[config.mk]
export PLATFORM = sky130hd
export DESIGN_NAME = pio_bank
export DESIGN_NICKNAME = d
export VERILOG_FILES = /design/src/rtl/pio_bank.sv
export SDC_FILE = /design/constraint.sdc
export NUM_CORES = 1
export LEC_CHECK = 0
export ABC_CLOCK_PERIOD_IN_PS = 3350
export BUFFER_PORTS_ARGS = -buffer_cell sky130_fd_sc_hd__buf_2
export CAP_MARGIN = 20
export CORE_UTILIZATION = 40
export DETAILED_ROUTE_END_ITERATION = 6
export MAX_ROUTING_LAYER = met4
export PLACE_DENSITY = 0.65
export REMOVE_ABC_BUFFERS = 1
export SLEW_MARGIN = 20
export SYNTH_ARGS = -nofsm -noshare
export SYNTH_HDL_FRONTEND = slang
export SYNTH_SLANG_ARGS = --single-unit
[constraint.sdc]
create_clock -name clk_clk -period 3.35 [get_ports clk_clk]
set_clock_uncertainty 0.15 [all_clocks]
set_input_delay 0.5025 -clock clk_clk [delete_from_list [all_inputs] [get_ports clk_clk]]
set_output_delay 0.5025 -clock clk_clk [all_outputs]
set_load 0.05 [all_outputs]
[src/rtl/pio_bank.sv]
// Avalon-MM PIO bank: debounced edge-capturing inputs with irq, and set/clear outputs.
// Define PIO_BANK_DEBOUNCE_EN for debounce counters; otherwise DIN follows the synchroniser.

module pio_bank_lane #(
  parameter int SYNC_STAGES     = 2,
  parameter int DEBOUNCE_CYCLES = 1
) (
  input  logic clk,
  input  logic rst,
  input  logic raw,
  output logic din_nxt,
  output logic din
);
  if (SYNC_STAGES < 2 || DEBOUNCE_CYCLES < 1) begin : g_bad_cfg
    $error("pio_bank_lane: SYNC_STAGES must be >=2 and DEBOUNCE_CYCLES >=1");
  end

  logic [SYNC_STAGES-1:0] sync_q, sync_d;
  logic                   din_q, din_d;
  logic                   sync;

  assign sync    = sync_q[SYNC_STAGES-1];
  assign din     = din_q;
  assign din_nxt = din_d;

`ifdef PIO_BANK_DEBOUNCE_EN
  localparam int CW = (DEBOUNCE_CYCLES > 1) ? $clog2(DEBOUNCE_CYCLES) : 1;
  logic [CW-1:0] cnt_q, cnt_d;

  // Counter only runs while the synchronised level disagrees with DIN.
  always_comb begin
    sync_d = {sync_q[SYNC_STAGES-2:0], raw};
    din_d  = din_q;
    cnt_d  = '0;
    if (sync != din_q) begin
      if (cnt_q == CW'(DEBOUNCE_CYCLES - 1)) din_d = sync;
      else                                 cnt_d = cnt_q + 1'b1;
    end
  end

  always_ff @(posedge clk or posedge rst) begin
    if (rst) begin
      sync_q <= '0;
      din_q  <= 1'b0;
      cnt_q  <= '0;
    end else begin
      sync_q <= sync_d;
      din_q  <= din_d;
      cnt_q  <= cnt_d;
    end
  end
`else
  always_comb begin
    sync_d = {sync_q[SYNC_STAGES-2:0], raw};
    din_d  = sync;
  end

  always_ff @(posedge clk or posedge rst) begin
    if (rst) begin
      sync_q <= '0;
      din_q  <= 1'b0;
    end else begin
      sync_q <= sync_d;
      din_q  <= din_d;
    end
  end
`endif
endmodule

module pio_bank #(
  parameter int                   IN_WIDTH        = 2,
  parameter int                   OUT_WIDTH       = 32,
  parameter int                   SYNC_STAGES     = 2,
  parameter int                   DEBOUNCE_CYCLES = 50000,
  parameter logic [OUT_WIDTH-1:0] OUT_RESET       = '0
) (
  input  logic                 clk_clk,
  input  logic                 reset_reset,
  input  logic [2:0]           avs_address,
  input  logic                 avs_read,
  input  logic                 avs_write,
  input  logic [31:0]          avs_writedata,
  output logic [31:0]          avs_readdata,
  output logic                 irq,
  input  logic [IN_WIDTH-1:0]  in_export,
  output logic [OUT_WIDTH-1:0] out_export
);
  if (IN_WIDTH < 1 || IN_WIDTH > 32 || OUT_WIDTH < 1 || OUT_WIDTH > 32) begin : g_bad_width
    $error("pio_bank: IN_WIDTH and OUT_WIDTH must be 1..32");
  end

  localparam logic [2:0] A_DIN = 3'd0, A_DOUT = 3'd1, A_MASK = 3'd2, A_EDGE = 3'd3,
                         A_SET = 3'd4, A_CLR  = 3'd5, A_RISE = 3'd6, A_FALL = 3'd7;

  logic [IN_WIDTH-1:0]  din, din_nxt;
  logic [IN_WIDTH-1:0]  mask_q, mask_d, edge_q, edge_d, rise_en_q, rise_en_d, fall_en_q, fall_en_d;
  logic [IN_WIDTH-1:0]  w1c, cap;
  logic [OUT_WIDTH-1:0] dout_q, dout_d;
  logic [31:0]          rdata_q, rdata_d;
  logic                 irq_q, irq_d;
  logic [IN_WIDTH-1:0]  wd_in;
  logic [OUT_WIDTH-1:0] wd_out;
  logic                 unused_wdata;

  assign wd_in        = avs_writedata[IN_WIDTH-1:0];
  assign wd_out       = avs_writedata[OUT_WIDTH-1:0];
  assign unused_wdata = ^avs_writedata;

  for (genvar i = 0; i < IN_WIDTH; i++) begin : g_lane
    pio_bank_lane #(
      .SYNC_STAGES    (SYNC_STAGES),
      .DEBOUNCE_CYCLES(DEBOUNCE_CYCLES)
    ) u_lane (
      .clk    (clk_clk),
      .rst    (reset_reset),
      .raw    (in_export[i]),
      .din_nxt(din_nxt[i]),
      .din    (din[i])
    );
  end

  always_comb begin
    dout_d    = dout_q;
    mask_d    = mask_q;
    rise_en_d = rise_en_q;
    fall_en_d = fall_en_q;
    w1c       = '0;
    if (avs_write) begin
      case (avs_address)
        A_DOUT:  dout_d    = wd_out;
        A_MASK:  mask_d    = wd_in;
        A_EDGE:  w1c       = wd_in;
        A_SET:   dout_d    = dout_q | wd_out;
        A_CLR:   dout_d    = dout_q & ~wd_out;
        A_RISE:  rise_en_d = wd_in;
        A_FALL:  fall_en_d = wd_in;
        default: ;
      endcase
    end
    // Capture is taken from the lane's next DIN so the flag lands with the DIN update; set beats clear.
    cap    = (din_nxt & ~din & rise_en_q) | (~din_nxt & din & fall_en_q);
    edge_d = (edge_q & ~w1c) | cap;
    irq_d  = |(edge_q & mask_q);

    rdata_d = rdata_q;
    if (avs_read) begin
      case (avs_address)
        A_DIN:   rdata_d = 32'(din);
        A_DOUT:  rdata_d = 32'(dout_q);
        A_MASK:  rdata_d = 32'(mask_q);
        A_EDGE:  rdata_d = 32'(edge_q);
        A_RISE:  rdata_d = 32'(rise_en_q);
        A_FALL:  rdata_d = 32'(fall_en_q);
        default: rdata_d = '0;
      endcase
    end
  end

  always_ff @(posedge clk_clk or posedge reset_reset) begin
    if (reset_reset) begin
      dout_q    <= OUT_RESET;
      mask_q    <= '0;
      edge_q    <= '0;
      rise_en_q <= '1;
      fall_en_q <= '0;
      irq_q     <= 1'b0;
      rdata_q   <= '0;
    end else begin
      dout_q    <= dout_d;
      mask_q    <= mask_d;
      edge_q    <= edge_d;
      rise_en_q <= rise_en_d;
      fall_en_q <= fall_en_d;
      irq_q     <= irq_d;
      rdata_q   <= rdata_d;
    end
  end

  assign out_export   = dout_q;
  assign irq          = irq_q;
  assign avs_readdata = rdata_q;
endmodule

# Word level (Yosys, flattened, before mapping)
# Cells that the tools add are included.
[totals]
elab_cells = 43
register_bits = 79
in_bits = 41
output_inout_bits = 65
[classes]
eq_ne = 7
bitwise_logic = 14
n_reduce_logical = 7
muxes = 4
[ops]
columns = ["cell", "n"]
rows = [
  ["case mux 32 bit (6 select lines)", 1],
  ["case mux 32 bit (3 select lines)", 1],
  ["AND 32 bit", 1],
  ["inverter 32 bit", 1],
  ["OR 32 bit", 1],
  ["AND 2 bit", 6],
  ["equality test 3 bit, second input constant", 4],
  ["AND reduction 2 bit", 4],
  ["equality test 3 x 2 -> 1 bit, second input constant", 2],
  ["inverter 2 bit", 3],
  ["two-way mux 2 bit", 2],
  ["OR 2 bit", 2],
  ["equality test 3 x 1 -> 1 bit, second input constant", 1],
  ["logical NOT 3 bit", 1],
  ["nonzero test 3 bit", 1],
  ["OR reduction 2 bit", 1],
]

# Depth between registers and ports, before layout
[logic_depth]
depth_word = 6
mapped_depth = 5

# By module
# From an unflattened synthesis, not the netlist that was laid out.
[hier_totals]
hier_cells = 373
area_unflattened_um2 = 3641.0
[modules_own_cells]
columns = ["mod", "seq_area_each_um2", "area_each_um2", "cells_each", "n_inst"]
rows = [
  ["pio_bank", 1829.3, 3483.3, 365, 1],
  ["pio_bank_lane", 75.1, 78.8, 4, 2],
]

# Worst setup path after synthesis
# Ideal clock, no wire load.
[synth_path]
kind = "input -> register"
startpoint = "input port avs_address[0]"
endpoint = "register mask_q[0]"
setup_slack_ns = 1.765
t_required_ns = 3.075
setup_ns = 0.125
cell_stages = 3
arrival_ns = 1.310
path_cell_list = "buf_2 > nor4b_2 > mux2_2"
[synth_between]
elab_chain_len = 2
[synth_lines]
columns = ["item", "line", "source"]
rows = [
  ["start: declaration", "79", "input logic [2:0] avs_address,"],
  ["equality test 3 x 2 -> 1 bit", "129", "case (avs_address)"],
  ["AND reduction 2 bit (no source line)", "-", ""],
  ["end signal: assignment", "170", "mask_q <= mask_d;"],
  ["end: declaration", "96", "logic [IN_WIDTH-1:0] mask_q, mask_d, edge_q, edge_d, rise_en_q, rise_en_d, fall_en_q, fall_en_d;"],
]
# Every way passes these cells.
# A chain may end at the register's enable or synchronous reset.

# Worst setup path after layout
[layout_path]
startpoint = "input port avs_address[1]"
endpoint = "register dout_q[13], in the netlist out_export[13]"
[layout_between]
elab_chain_len = 3
word_cells_on_any_way = 6
[layout_lines]
columns = ["item", "line", "source"]
rows = [
  ["equality test 3 x 1 -> 1 bit / equality test 3 bit (equally long branches)", "129", ""],
  ["nonzero test 3 bit (no source line)", "-", ""],
  ["AND reduction 2 bit (no source line)", "-", ""],
  ["end signal: assignment", "169", "dout_q <= dout_d;"],
  ["end: declaration", "98", "logic [OUT_WIDTH-1:0] dout_q, dout_d;"],
]
# Parallel ways exist; a longest one is shown, timed or not.

==> flow_summary_export.csv <==
group,metric,value,unit
yosys,ys_types,30,
critical_path,cp.arrival,2.22,ns
final_layout,finalInstanceArea,4116,um^2
critical_path,cp-end-kind,"flip-flop",
detailed_routing,initialDrtViolationCount,116,
final_layout,nNetsFinal,443,
clocking,clk_latency,0.35,ns
critical_path,crit_fanout,33,
grt,grt.total_usage,20.35,%
sta,relSlewSlack,42.57,%
grt,grt_pass1_vias,2551,
placed_design,placed_area,3931,um^2
sta,period_share,62.19,%
floorplan,die_h,93.65,um
placed_design,gp_congestion,0.7976,
floorplan,io_pins,106,
yosys,yosysSeqAreaShare,58.92,%
yosys,yosys.area_share.simple,7.523,%
clocking,clockBufferDepth,2,
clocking,hold_buffers,0,
sta,drv_slew,0,
yosys,synth_xor_area_share,0,%
detailed_routing,wl_per_cell,16.07,um
power_and_ir_drop,power_frac_clock,28.6,%
clocking,numCtsBuffers,9,
detailed_routing,drc,0,
clocking,post-cts-setup-buffers,0,
yosys,yosys.area_share.adder,0,%
yosys,ys_ff_latch,79,
final_layout,utilization,50.35,%
power_and_ir_drop,netSwitchingFraction,35.08,%
detailed_routing,wl,8197,um
final_layout,syn_to_final_growth,22.53,%
clocking,cts.clk_slew.worst_paths,0.07,ns
clocking,cts_resized,0,
yosys,synth_top_cell_by_area,"dfrtp_1",
floorplan,start_util,41.09,%
floorplan,die_area,8769,um^2
power_and_ir_drop,p_sw,0.0008493,W
sta,hold_ws,0.07846,ns
critical_path,crit_required,3.48,ns
grt,antenna_found_initial,0,
floorplan,coreArea,8175,um^2
yosys,netlist_top_cells_area,"dfrtp_1 57%, a22o_1 8.6%, o211ai_1 7.6%",
yosys,synth_top_area_share,57.36,%
power_and_ir_drop,vdd_ir_drop_max,0.2162,mV
power_and_ir_drop,p_seq_share,47.0,%
sta,hold_viol_final,0,
detailed_routing,antenna_left,0,
sta,fmax,0.4800,GHz
clocking,cts_sinks,79,
final_layout,fillers,775,
detailed_routing,viasPerCell,5.288,
clocking,tritoncts,"done",
yosys,synthesis.area,3359,um^2
min_path,hp-class,"in2async",
yosys,synth.area.mux_share,2.160,%
power_and_ir_drop,comb_power_share,24.4,%
grt,grt_pass1_wl,13000,um
detailed_routing,dr.pass1.iters,4,
critical_path,critical_path_class,"in2reg",
yosys,postSynthCellCount,306,
sta,final.setup.tns,0,ns
final_layout,drive_gt1_share,33.09,%
final_layout,antennaDiodeCount,0,
clocking,cts-root-buf,"clkbuf_8",
placed_design,hpwl,5450,um
power_and_ir_drop,internal_power,0.001571,W
grt,grt_overflow,0,
yosys,synth_edf_count,0,
grt,grt_start_max_net_pins,43,
power_and_ir_drop,leakage,1.993,nW
detailed_routing,vias,2697,
yosys,async_flop_share,100.0,%
sta,rsz0062_at_grt,"false",
yosys,synth_ff_type,"dfrtp_1",
floorplan,die_w,93.65,um
yosys,synth-compound-area-share,23.69,%
floorplan,rows,33,
yosys,synth_top_family_by_area,"compound AO/OA/AOI/OAI gates",
power_and_ir_drop,p_per_area,588.1,nW/um^2
placed_design,port_buffers,105,
sta,tightest_slew,0.8593,ns
sta,setup_violations,0,
yosys,syn_avg_cell_area,10.98,um^2
critical_path,start_kind,"primary input",
clocking,h-tree-depth,3,
sta,finalCriticalPeriod,2.083,ns
job,drv_cap,0,
yosys,synth_warnings,0,
status,status,"finished, final reports clean",
synthesized netlist by cell type, types with 2 or more instances:
| cell | number |
|---|---|
| dfrtp_1 | 77 |
| nand2_1 | 37 |
| o21ai_0 | 37 |
| inv_1 | 34 |
| o211ai_1 | 34 |
| a22o_1 | 33 |
| buf_2 | 12 |
| clkbuf_1 | 5 |
| mux2i_1 | 5 |
| buf_1 | 3 |
| buf_6 | 3 |
| nand2b_1 | 3 |
| nand3b_1 | 3 |
| dfstp_2 | 2 |
| mux2_2 | 2 |
| nand4b_1 | 2 |
metal layers:
layer,wire (um),GRT usage (%)
met5,0,-
met4,225,10.26
met3,360,3.252
met2,3827,31.25
met1,3784,26.20
cell usage in the layout, fill, tap and decap left out, drive strengths merged:
cell type	synthesis	routed
or2	1	1
o221a	1	1
mux2i	5	5
clkinvlp	0	1
a22o	33	33
a41oi	1	1
and4bb	1	1
nand4b	2	2
o21ai	38	38
o22ai	1	1
buf	19	109
dfrtp	77	77
a31oi	1	1
o211ai	34	34
clkinv	0	3
a21boi	1	1
nand4	1	1
nand2	37	37
o32a	1	1
nand3b	3	3
nor2b	1	1
inv	34	33
dfstp	2	2
nor4b	2	2
mux2	2	2
clkbuf	5	10
nand2b	3	3
bufinv	0	1
power groups by stage:
stage               logic (W)  clock network, W  registers (W)
floorplan            0.000148                 0        0.00142
global placement     0.000584                 0        0.00116
detailed placement   0.000596                 0        0.00115
CTS                  0.000595          0.000708        0.00114
global route         0.000627          0.000746        0.00115
finish               0.000591          0.000692        0.00114
worst paths after layout:
path                                            startpoint                    endpoint  slack, ns  cells after the start
worst max-delay path                        avs_address[1]              out_export[13]       1.27                      5
worst min-delay path                           reset_reset             avs_readdata[3]       0.08                      2
worst max register to register                rise_en_q[1]             avs_readdata[1]       2.05                      3
worst min register to register  g_lane[1].u_lane.sync_q[0]  g_lane[1].u_lane.sync_q[1]       0.20                      0
max in group asynchronous                      reset_reset              out_export[14]       2.32                      3
min in group clk_clk                          in_export[0]  g_lane[0].u_lane.sync_q[0]       0.10                      1
cell families after synthesis:
family | after synthesis
buffers and inverters | 58
muxes | 7
AOI/OAI and AO/OA | 111
and+or+nand+nor | 51
DFF | 79
registers in the layout, indices dropped and copies added, names as in the netlist:
register	flops
mask_q	2
edge_q	2
irq	1
rise_en_q	2
g_lane.u_lane.sync_q	4
out_export	32
fall_en_q	2
g_lane.u_lane.din	2
avs_readdata	32
per-stage QoR:
stage          std cells  worst slack (ns)  total power [W]
2_1_floorplan        282            0.6419         0.001563
3_3_place_gp         496            0.9587         0.001739
3_5_place_dp         496            0.8906         0.001750
4_1_cts              510             1.261         0.002441
5_1_grt              510             1.140         0.002528
6_report             510             1.267         0.002421
area by class of cell:
class                   instances  area (um^2)  share of cell area (%)
flip-flops and latches         79         1979                   48.09
multi-input cells             169         1124                   27.29
repair buffers                109        568.0                   13.80
clock buffers                  10        137.6                   3.343
well taps                     105        131.4                   3.191
inverters                      34        128.9                   3.131
clock inverters                 4        47.55                   1.155
worst max-delay path, stage by stage:
cell and delay (ns):
buf_2 0.19, nor2b_2 0.14, buf_4 0.34, a21boi_4 0.77, a22o_1 0.27
No activity file was read; power rests on OpenSTA's default activity.
